===== src/rtl/pixel_meter_pkg.sv =====
// rtl/pixel_meter_pkg.sv - shared state encoding and default widths for the blink period meter
package pixel_meter_pkg;

    typedef enum logic [1:0] {
        IDLE      = 2'd0,
        WAIT_DARK = 2'd1,
        WAIT_EDGE = 2'd2,
        MEASURE   = 2'd3
    } state_t;

    localparam int DEF_PIXEL_INDEX       = 2;
    localparam int DEF_INDEX_WIDTH       = 12;
    localparam int DEF_THRESHOLD_VALUE   = 100;
    localparam int DEF_DARK_PIXELS_COUNT = 32;
    localparam int DEF_COUNTER_WIDTH     = 32;
    localparam int DARK_CNT_WIDTH        = $clog2(DEF_DARK_PIXELS_COUNT + 1);

endpackage


===== src/rtl/pixel_tap_sampler.sv =====
// rtl/pixel_tap_sampler.sv - in-line pixel index counter and bright/dark threshold on the tapped pixel
module pixel_tap_sampler
    import pixel_meter_pkg::*;
#(
    parameter int PIXEL_INDEX     = DEF_PIXEL_INDEX,
    parameter int INDEX_WIDTH     = DEF_INDEX_WIDTH,
    parameter int THRESHOLD_VALUE = DEF_THRESHOLD_VALUE
) (
    input  logic       pixel_clock,
    input  logic       reset,
    input  logic [7:0] data,
    input  logic       line_start,
    output logic       sample_valid,
    output logic       sample_bright
);

    localparam logic [INDEX_WIDTH-1:0] IDX_MAX = '1;
    localparam logic [INDEX_WIDTH-1:0] TAP     = INDEX_WIDTH'(PIXEL_INDEX);

    logic [INDEX_WIDTH-1:0] index_q;
    logic [INDEX_WIDTH-1:0] index_d;
    logic [INDEX_WIDTH-1:0] cur_index;

    // index_q holds the index of the current cycle unless line_start forces it to 0
    always_comb begin
        cur_index = line_start ? '0 : index_q;
        index_d   = (cur_index == IDX_MAX) ? IDX_MAX : cur_index + INDEX_WIDTH'(1);
    end

    always_ff @(posedge pixel_clock) begin
        if (reset) begin
            index_q <= '0;
        end else begin
            index_q <= index_d;
        end
    end

    assign sample_valid  = (cur_index == TAP);
    assign sample_bright = sample_valid && (data >= 8'(THRESHOLD_VALUE));

endmodule


===== src/rtl/pixel_blink_period_meter.sv =====
// rtl/pixel_blink_period_meter.sv - measures clocks between debounced dark-to-bright edges of one pixel
module pixel_blink_period_meter
    import pixel_meter_pkg::*;
#(
    parameter int PIXEL_INDEX       = DEF_PIXEL_INDEX,
    parameter int INDEX_WIDTH       = DEF_INDEX_WIDTH,
    parameter int THRESHOLD_VALUE   = DEF_THRESHOLD_VALUE,
    parameter int DARK_PIXELS_COUNT = DEF_DARK_PIXELS_COUNT,
    parameter int COUNTER_WIDTH     = DEF_COUNTER_WIDTH
) (
    input  logic                     pixel_clock,
    input  logic                     reset,
    input  logic [7:0]               data,
    input  logic                     line_start,
    input  logic                     start,
    input  logic                     stop,
    output logic [COUNTER_WIDTH-1:0] period,
    output logic                     period_valid,
    output logic                     overflow,
    output logic                     busy
);

    localparam int DCW = $clog2(DARK_PIXELS_COUNT + 1);
    localparam logic [DCW-1:0]           DARK_MAX = DCW'(DARK_PIXELS_COUNT);
    localparam logic [COUNTER_WIDTH-1:0] CNT_MAX  = '1;

    logic sample_valid;
    logic sample_bright;

    pixel_tap_sampler #(
        .PIXEL_INDEX     (PIXEL_INDEX),
        .INDEX_WIDTH     (INDEX_WIDTH),
        .THRESHOLD_VALUE (THRESHOLD_VALUE)
    ) u_sampler (
        .pixel_clock   (pixel_clock),
        .reset         (reset),
        .data          (data),
        .line_start    (line_start),
        .sample_valid  (sample_valid),
        .sample_bright (sample_bright)
    );

    state_t                   state_q, state_d;
    logic [DCW-1:0]           dark_q, dark_d;
    logic [COUNTER_WIDTH-1:0] cnt_q, cnt_d;
    logic [COUNTER_WIDTH-1:0] period_q, period_d;
    logic                     pv_q, pv_d;
    logic                     ovf_q, ovf_d;
    logic                     armed;

    assign armed = (dark_q == DARK_MAX);

    always_comb begin
        state_d  = state_q;
        dark_d   = dark_q;
        cnt_d    = cnt_q;
        period_d = period_q;
        pv_d     = 1'b0;
        ovf_d    = ovf_q;

        if (sample_valid) begin
            dark_d = sample_bright ? '0 : (armed ? dark_q : dark_q + DCW'(1));
        end

        case (state_q)
            WAIT_DARK: begin
                if (armed) state_d = WAIT_EDGE;
            end
            WAIT_EDGE: begin
                if (sample_bright) begin
                    state_d = MEASURE;
                    cnt_d   = '0;
                end
            end
            MEASURE: begin
                // saturation beats a coincident edge: the distance no longer fits
                if (cnt_q == CNT_MAX) begin
                    ovf_d   = 1'b1;
                    state_d = WAIT_DARK;
                end else if (sample_bright && armed) begin
                    period_d = cnt_q + COUNTER_WIDTH'(1);
                    pv_d     = 1'b1;
                    cnt_d    = '0;
                end else begin
                    cnt_d = cnt_q + COUNTER_WIDTH'(1);
                end
            end
            default: ;
        endcase

        if (stop) begin
            state_d  = IDLE;
            pv_d     = 1'b0;
            period_d = period_q;
        end else if (start) begin
            state_d  = WAIT_DARK;
            dark_d   = '0;
            cnt_d    = '0;
            ovf_d    = 1'b0;
            pv_d     = 1'b0;
            period_d = period_q;
        end
    end

    always_ff @(posedge pixel_clock) begin
        if (reset) begin
            state_q  <= IDLE;
            dark_q   <= '0;
            cnt_q    <= '0;
            period_q <= '0;
            pv_q     <= 1'b0;
            ovf_q    <= 1'b0;
        end else begin
            state_q  <= state_d;
            dark_q   <= dark_d;
            cnt_q    <= cnt_d;
            period_q <= period_d;
            pv_q     <= pv_d;
            ovf_q    <= ovf_d;
        end
    end

    assign period       = period_q;
    assign period_valid = pv_q;
    assign overflow     = ovf_q;
    assign busy         = (state_q != IDLE);

endmodule


===== config.mk =====
export PLATFORM = sky130hd
export DESIGN_NAME = pixel_blink_period_meter
export DESIGN_NICKNAME = d
export VERILOG_FILES = /design/src/rtl/pixel_meter_pkg.sv /design/src/rtl/pixel_tap_sampler.sv /design/src/rtl/pixel_blink_period_meter.sv
export SDC_FILE = /design/constraint.sdc
export NUM_CORES = 1
export LEC_CHECK = 0
export CORE_ASPECT_RATIO = 2
export CORE_MARGIN = 4
export CORE_UTILIZATION = 55
export DETAILED_ROUTE_END_ITERATION = 6
export DONT_BUFFER_PORTS = 1
export PLACE_DENSITY = 0.78
export SLEW_MARGIN = 10
export SYNTH_ARGS = -nofsm -noshare
export SYNTH_HDL_FRONTEND = slang
export SYNTH_SLANG_ARGS = --single-unit

===== constraint.sdc =====
create_clock -name pixel_clock -period 3.07 [get_ports pixel_clock]
set_input_delay 0.4605 -clock pixel_clock [delete_from_list [all_inputs] [get_ports pixel_clock]]
set_output_delay 0.4605 -clock pixel_clock [all_outputs]
set_load 0.01 [all_outputs]

==> results of run 1 <==
kinds of logic after synthesis:
kind of cell | Yosys count | synth area share
xor+xnor | 29 | 0.0556
simple gates | 196 | 0.243
fa+ha+maj | 10 | 0.0274
flops | 86 | 0.377
buf+inv | 58 | 0.0679
mux | 3 | 0.00685
compound gates | 134 | 0.222
synthesized netlist by cell type (2+ instances only):
library cell	count	share of area
o2bb2ai_1	5	0.0096
a21oi_1	46	0.050
nand2_1	27	0.022
nor2_1	33	0.027
inv_1	18	0.015
buf_6	7	0.017
xnor2_1	26	0.050
xor2_1	3	0.0058
or4_1	3	0.0049
buf_2	17	0.019
ha_1	10	0.027
a211oi_1	24	0.039
nand4_1	13	0.018
o21ai_0	5	0.0055
o21a_1	3	0.0049
a21o_1	2	0.0033
nor4b_1	12	0.023
o31ai_1	4	0.0066
o211ai_1	2	0.0033
or3_1	3	0.0041
o31a_1	2	0.0038
nand2b_1	3	0.0041
nor2b_1	5	0.0068
nor4_1	23	0.031
clkbuf_1	11	0.0090
nor3_1	30	0.033
nand3_1	15	0.016
mux2i_1	2	0.0044
buf_4	5	0.0082
and3_1	6	0.0082
and4_1	6	0.012
a311oi_2	3	0.0099
a311oi_1	3	0.0058
dfxtp_1	86	0.38
a221o_1	22	0.048
and2_1	7	0.0096
nand3b_1	2	0.0033
a211oi_2	3	0.0082
area by class of cell:
| class | instances | area (um^2) |
|---|---|---|
| Fill cell | 698 | 3110 |
| Tap cell | 96 | 120 |
| Multi-Input combinational cell | 372 | 2550 |
| Clock buffer | 11 | 253 |
| Sequential cell | 86 | 1720 |
| Inverter | 18 | 67.6 |
| Timing Repair Buffer | 8 | 72.6 |
| Clock inverter | 5 | 104 |
state kept, by name, summed over array words and instances (netlist names):
name and count:
cnt_q 32, dark_q 6, overflow 1, period 32
period_valid 1, state_q 2, u_sampler.index_q 12
where the power goes:
part	switching, W	internal [W]
clock network	0.000448	0.000841
registers	0.00000332	0.00112
logic	0.0000363	0.0000180
through the flow:
| step | cell area [um^2] | power (W) | cells | hold WS (ns) |
|---|---|---|---|---|
| after CTS | 4890 | 0.00248 | 596 | 0.181 |
| final | 4890 | 0.00247 | 596 | 0.183 |
| after detailed placement | 4530 | 0.00120 | 580 | 0.489 |
| after global routing | 4890 | 0.00252 | 596 | 0.179 |
| after floorplan | 4570 | 0.00120 | 516 | 0.467 |
| after global placement | 4530 | 0.00120 | 580 | 0.482 |
worst max-delay path: cells and delay by family, from the launching register on:
family | cells | cell delay, ns
compound gates | 2 | 0.74
mux | 1 | 0.30
simple gates | 2 | 0.95
flops | 1 | 0.41
worst min path at each step:
| stage | from | to | slack (ns) | cells past startpoint |
|---|---|---|---|---|
| finish | reset | period[18] | 0.18 | 1 |
| global route | reset | period[18] | 0.18 | 1 |
| CTS | reset | period[0] | 0.18 | 1 |
| detailed placement | cnt_q[29] | cnt_q[29] | 0.49 | 1 |
| global placement | cnt_q[29] | cnt_q[29] | 0.48 | 1 |
| floorplan | cnt_q[29] | cnt_q[29] | 0.47 | 1 |
metal layers:
layer	track usage	wire length (um)	up-vias
met5	0	0	-
met4	0.144	501	0
met3	0.0522	724	31
met2	0.429	6000	128
met1	0.250	4040	1877
li1	-	-	1903
==> flow_metrics.env, run 1 <==
export IMPL_maxCapViolCount=0
export IMPL_power_density_nw_per_um2=504
export IMPL_setup_slack_ns=0.615
export IMPL_rsz0062_at_grt="no"
export IMPL_remaining_drc_errors=0
export IMPL_die_w_um=72.5
export IMPL_worstSetupStartpoint="u_sampler.index_q[4]"
export IMPL_final_util=0.611
export IMPL_synth_seq_cells=86
export IMPL_r2r_start="u_sampler.index_q[4]"
export IMPL_crit_slowest_cell="nor2_2"
export IMPL_drtAntennaViolNets=0
export IMPL_endpoint="cnt_q[0]"
export IMPL_arrival_ns=2.74
export IMPL_period_share=0.800
export IMPL_clk_pin_slew_worst_paths_ns=0.06
export IMPL_gp_congestion=0.882
export IMPL_cts_hold_repair_buffers=0
export IMPL_portBuffers=0
export IMPL_antennaDiodeCount=0
export IMPL_postSynthCellCount=516
export IMPL_finalCriticalPeriod_ns=2.45
export IMPL_firstDrtPassIters=5
export IMPL_detail_route_wirelength_um=11300
export IMPL_clock_path_buffers=2
export IMPL_post_cts_buffers=0
export IMPL_cp_slowest_stage_delay_ns=0.86
export IMPL_synth_edf_count=0
export IMPL_numCtsBuffers=9
export IMPL_grt_max_degree=49
export IMPL_slew_viol_final=0
export IMPL_grt_overflow=0
export IMPL_io_pins=48
export IMPL_drive_gt1_frac=0.0820
export IMPL_antenna_found_initial=0
export IMPL_vias=3939
export IMPL_layout_common_cells="86 x dfxtp_1, 46 x a21oi_1, 33 x nor2_1"
export IMPL_nets=518
export IMPL_drt_iter0_markers=190
export IMPL_worstSetupPathType="register to register"
export IMPL_syn_nets=539
export IMPL_fin_skew_ns=0.00731
export IMPL_preCtsSetupSlack_ns=0.538
export IMPL_cts_tree="done"
export IMPL_ys_flop_type="dfxtp_1"
export IMPL_crit_path_max_fanout=24
export IMPL_crit_path_end_kind="register"
export IMPL_power_leakage_nw=1.48
export IMPL_wl_per_cell_um=18.9
export IMPL_dpl_hpwl_um=7830
export IMPL_die_area_um2=9920
export IMPL_grt_pass1_vias=3927
export IMPL_fp_dieH_um=137
export IMPL_clock_root_buffer="clkbuf_16"
export IMPL_ys_async_sr_fraction=0
export IMPL_finalSetupViolCount=0
export IMPL_synth_area_per_cell_um2=8.86
export IMPL_fin_tns_setup_ns=0
export IMPL_grtUsageTotal=0.240
export IMPL_via_per_inst=6.61
export IMPL_core_area_um2=8000
export IMPL_worst_r2r_path_depth=5
export IMPL_synth_cell_types=57
export IMPL_ir_drop_uv=268
export IMPL_required_ns=3.35
export IMPL_hold_path_class="primary input to register"
export IMPL_netlist_area_um2=4570
export IMPL_relSlewSlack=0.262
export IMPL_critPathLaunchType="register"
export IMPL_num_rows=46
export IMPL_htreeDepth=3
export IMPL_status="complete, no violations"
export IMPL_grt_pass1_wl_um=18800
export IMPL_r2r_end="cnt_q[0]"
export IMPL_rrSetupSlack_ns=0.62
export IMPL_crit_chain="nor4_2 -> a21oi_2 -> o31ai_4 -> nor2_2 -> mux2_2"
export IMPL_yosysWarnings=0
export IMPL_tightest_slew_ns=1.11
export IMPL_final_common_cell="dfxtp_1"
export IMPL_hold_violations=0
export IMPL_cts_resized=0
export IMPL_clk_latency_ns=0.34
export IMPL_initial_utilization=0.571
export IMPL_synth_seq_area_share=0.377
export IMPL_fmax_mhz=407
export IMPL_syn_to_final_growth_pct=7.01
export IMPL_cts_sinks=86
Note: power is estimated with default switching activity, not from simulation.
==> run 2, diff against run 1 <==
Clock period 3.07 ns to 2.49 ns, I/O delays scaled along.
==> flow_metrics.env, run 2 (synthesis results as in run 1) <==
export IMPL_status="complete, no violations"
export IMPL_detail_route_wirelength_um=11700
export IMPL_cts_sinks=86
export IMPL_firstDrtPassIters=5
export IMPL_fin_cells=607
export IMPL_antenna_found_initial=0
export IMPL_finalPower_w=0.00280
export IMPL_grt_pass1_wl_um=19100
export IMPL_cts_hold_repair_buffers=0
export IMPL_num_rows=46
export IMPL_p_int_w=0.00218
export IMPL_netSwitchingPower_w=0.000623
export IMPL_grtUsageTotal=0.248
export IMPL_fin_tns_setup_ns=0
export IMPL_wl_per_cell_um=19.3
export IMPL_crit_slowest_cell="dfxtp_1"
export IMPL_die_area_um2=9920
export IMPL_period_share=0.940
export IMPL_antennaDiodeCount=0
export IMPL_gp_congestion=0.852
export IMPL_power_density_nw_per_um2=570
export IMPL_hold_path_class="primary input to register"
export IMPL_tightest_slew_ns=0.662
export IMPL_cts_resized=0
export IMPL_power_leakage_nw=1.49
export IMPL_cts_tree="done"
export IMPL_fp_dieH_um=137
export IMPL_grt_overflow=0
export IMPL_finalSetupViolCount=0
export IMPL_clk_pin_slew_worst_paths_ns=0.06
export IMPL_arrival_ns=2.57
export IMPL_crit_path_end_kind="register"
export IMPL_portBuffers=0
export IMPL_nets=529
export IMPL_die_w_um=72.5
export IMPL_place_area_um2=4620
export IMPL_grt_max_degree=49
export IMPL_critPathLaunchType="register"
export IMPL_worstSetupPathType="register to register"
export IMPL_grt_pass1_vias=3978
export IMPL_clock_path_buffers=2
export IMPL_crit_chain="ha_1 -> and4_1 -> nand3_4 -> o31ai_4 -> buf_4 -> or2_1 -> o2bb2ai_1"
export IMPL_core_area_um2=8000
export IMPL_drive_gt1_frac=0.102
export IMPL_p_seq_frac=0.493
export IMPL_remaining_drc_errors=0
export IMPL_preCtsSetupSlack_ns=0.00872
export IMPL_fmax_mhz=427
export IMPL_relSlewSlack=0.558
export IMPL_drt_iter0_markers=208
export IMPL_drtAntennaViolNets=0
export IMPL_cp_slowest_stage_delay_ns=0.41
export IMPL_fin_area_um2=4920
export IMPL_pwr_share_comb=0.024
export IMPL_fin_skew_ns=0.00577
export IMPL_finalCriticalPeriod_ns=2.34
export IMPL_rsz0062_at_grt="no"
export IMPL_numCtsBuffers=9
export IMPL_power_share_clock=0.482
export IMPL_required_ns=2.72
export IMPL_setup_slack_ns=0.149
export IMPL_dpl_hpwl_um=8220
export IMPL_clk_latency_ns=0.34
export IMPL_layout_common_cells="86 x dfxtp_1, 46 x a21oi_1, 33 x nor2_1"
export IMPL_p_sw_frac=0.222
export IMPL_slew_viol_final=0
export IMPL_syn_to_final_growth_pct=7.69
export IMPL_htreeDepth=3
export IMPL_via_per_inst=6.58
export IMPL_maxCapViolCount=0
export IMPL_io_pins=48
export IMPL_vias=3994
export IMPL_clock_root_buffer="clkbuf_16"
export IMPL_crit_path_max_fanout=15
export IMPL_initial_utilization=0.571
export IMPL_ir_drop_uv=398
export IMPL_hold_violations=0
export IMPL_post_cts_buffers=0
export IMPL_final_common_cell="dfxtp_1"
export IMPL_dp_cells=591
-- run 2: power groups by stage --
stage          registers, W  clock network, W   logic, W
2_1_floorplan       0.00141                 0  0.0000651
3_3_place_gp        0.00141                 0  0.0000645
3_5_place_dp        0.00141                 0  0.0000669
4_1_cts             0.00138           0.00137  0.0000674
5_1_grt             0.00138           0.00142  0.0000746
6_report            0.00138           0.00135  0.0000673
-- run 2: worst paths after layout --
kind / start / slack, ns / cells past startpoint / endpoint
min reg2reg: cnt_q[31] / 0.51 / 1 / cnt_q[31]
max reg2reg: cnt_q[0] / 0.15 / 7 / cnt_q[11]
max: cnt_q[0] / 0.15 / 7 / cnt_q[11]
min: reset / 0.09 / 1 / period[0]
-- run 2: metal layers --
layer,global-route usage,part of all wire
met1,0.243,0.35
met2,0.452,0.56
met3,0.0529,0.055
met4,0.165,0.037
met5,0,0
-- run 2: layout make-up --
class	count	area [um^2]
fill	681	3080
multi-input combinational	372	2560
sequential	86	1720
clock buffer	9	225
timing repair buffer	19	155
tap	96	120
clock inverter	7	75.1
inverter	18	67.6
-- run 2: per-stage QoR --
step	hold WS [ns]	util
2_1_floorplan	0.467	-
3_3_place_gp	0.448	0.577
3_5_place_dp	0.450	0.577
4_1_cts	0.0906	0.614
5_1_grt	0.0896	0.615
6_report	0.0887	0.615
-- run 2: worst max-delay path, delay by kind of cell (launching register included) --
| kind | cells | cell delay [ns] |
|---|---|---|
| buffers and inverters | 1 | 0.29 |
| AOI/OAI and AO/OA | 2 | 0.48 |
| and+or+nand+nor | 3 | 0.77 |
| adders and majority gates | 1 | 0.27 |
| DFF | 1 | 0.41 |
==> run 3, diff against run 2 <==
Settings changed: CORE_UTILIZATION 55 to 53, PLACE_DENSITY 0.78 to 0.76.
==> flow_metrics.env, run 3 (synthesis results as in run 1) <==
export IMPL_num_rows=47
export IMPL_fmax_mhz=423
export IMPL_drtAntennaViolNets=0
export IMPL_p_int_w=0.00228
export IMPL_gp_congestion=0.885
export IMPL_drt_iter0_markers=212
export IMPL_hold_slack_ns=0.0896
export IMPL_nets=530
export IMPL_remaining_drc_errors=0
export IMPL_layout_common_cells="86 x dfxtp_1, 46 x a21oi_1, 33 x nor2_1"
export IMPL_ir_drop_uv=310
export IMPL_pwr_share_comb=0.024
export IMPL_syn_to_final_growth_pct=8.68
export IMPL_grt_pass1_wl_um=19200
export IMPL_antenna_found_initial=0
export IMPL_slew_viol_final=0
export IMPL_cts_sinks=86
export IMPL_finalCriticalPeriod_ns=2.36
export IMPL_firstDrtPassIters=5
export IMPL_grtUsageTotal=0.235
export IMPL_period_share=0.949
export IMPL_detail_route_wirelength_um=12000
export IMPL_power_density_nw_per_um2=583
export IMPL_maxCapViolCount=0
export IMPL_power_leakage_nw=1.51
export IMPL_tightest_slew_ns=0.644
export IMPL_numCtsBuffers=9
export IMPL_initial_utilization=0.547
export IMPL_status="complete, no violations"
export IMPL_netSwitchingPower_w=0.000616
export IMPL_clock_path_buffers=2
export IMPL_hold_violations=0
export IMPL_grt_max_degree=49
export IMPL_cts_tree="done"
export IMPL_grt_pass1_vias=4042
export IMPL_finalSetupViolCount=0
export IMPL_post_cts_buffers=0
export IMPL_crit_path_end_kind="register"
export IMPL_critPathLaunchType="register"
export IMPL_required_ns=2.75
export IMPL_p_sw_frac=0.213
export IMPL_clk_pin_slew_worst_paths_ns=0.06
export IMPL_worstSetupPathType="register to register"
export IMPL_clk_latency_ns=0.35
export IMPL_dpl_hpwl_um=8270
export IMPL_vias=4053
export IMPL_antennaDiodeCount=0
export IMPL_portBuffers=0
export IMPL_rrSetupSlack_ns=0.13
export IMPL_fp_dieH_um=139
export IMPL_power_share_clock=0.499
export IMPL_arrival_ns=2.62
export IMPL_setup_slack_ns=0.127
export IMPL_preCtsSetupSlack_ns=-0.00813
export IMPL_drive_gt1_frac=0.104
export IMPL_die_area_um2=10300
export IMPL_wl_per_cell_um=19.6
export IMPL_fin_skew_ns=0.00871
export IMPL_worst_r2r_path_depth=8
export IMPL_grt_overflow=0
export IMPL_clock_root_buffer="clkbuf_16"
export IMPL_core_area_um2=8350
export IMPL_p_seq_frac=0.477
export IMPL_crit_path_max_fanout=31
export IMPL_htreeDepth=3
export IMPL_via_per_inst=6.64
export IMPL_hold_depth=1
export IMPL_io_pins=48
export IMPL_relSlewSlack=0.570
export IMPL_final_common_cell="dfxtp_1"
export IMPL_hold_path_class="primary input to register"
export IMPL_die_w_um=73.7
run 3: changes by cell type in the layout (fill, tap and decap cells not counted):
| cell | delta |
|---|---|
| buf_4 | -1 |
| buf_12 | +1 |
| and2_4 | +1 |
| inv_6 | +1 |
| clkinv_4 | -2 |
| bufinv_16 | +1 |
run 3: worst paths after layout:
check | to | from
worst min register to register | cnt_q[29] | cnt_q[29]
worst max-delay path | period[16] | dark_q[0]
worst max register to register | period[16] | dark_q[0]
worst min-delay path | period[0] | reset
run 3: power by group through the flow:
stage          Sequential, W  Clock, W  Combinational (W)
2_1_floorplan        0.00141         0          0.0000651
3_3_place_gp         0.00141         0          0.0000646
3_5_place_dp         0.00141         0          0.0000664
4_1_cts              0.00138   0.00146          0.0000672
5_1_grt              0.00138   0.00152          0.0000738
6_report             0.00138   0.00145          0.0000682
run 3: area by class of cell:
class                           instances  area [um^2]
Clock inverter                          7         96.3
Clock buffer                            9          225
Tap cell                               98          123
Sequential cell                        86         1720
Inverter                               18         67.6
Timing Repair Buffer                   19          168
Fill cell                             741         3380
Multi-Input combinational cell        373         2560
run 3: timing repair:
item | CTS | global route
endpoints found under the setup margin | 0 | 14
gates resized for setup | 0 | 2
hold buffers | 0 | 0
endpoints found under the hold margin | 0 | 0
run 3: critical path, stage by stage (launching register included):
cell	delay [ns]
dfxtp_1	0.35
inv_1	0.07
ha_1	0.13
nor4b_1	0.26
nand2_1	0.26
nor4b_4	0.59
buf_12	0.27
a21oi_1	0.10
a311oi_2	0.24
run 3: routing by layer:
| layer | up-vias | global-route usage | wire length (um) |
|---|---|---|---|
| met5 | - | 0 | 0 |
| met4 | 0 | 0.126 | 459 |
| met3 | 36 | 0.0527 | 707 |
| met2 | 122 | 0.424 | 6600 |
| met1 | 1968 | 0.237 | 4220 |
| li1 | 1927 | - | - |
run 3: per-stage QoR:
step / TNS (ns) / area [um^2] / power [W] / util / std cells
6_report: 0 / 4970 / 0.00290 / 0.595 / 610
3_5_place_dp: -0.0108 / 4630 / 0.00148 / 0.555 / 593
2_1_floorplan: 0 / 4570 / 0.00148 / - / 516
4_1_cts: 0 / 4950 / 0.00291 / 0.593 / 609
3_3_place_gp: 0 / 4630 / 0.00148 / 0.555 / 593
5_1_grt: -0.0213 / 4970 / 0.00298 / 0.595 / 610
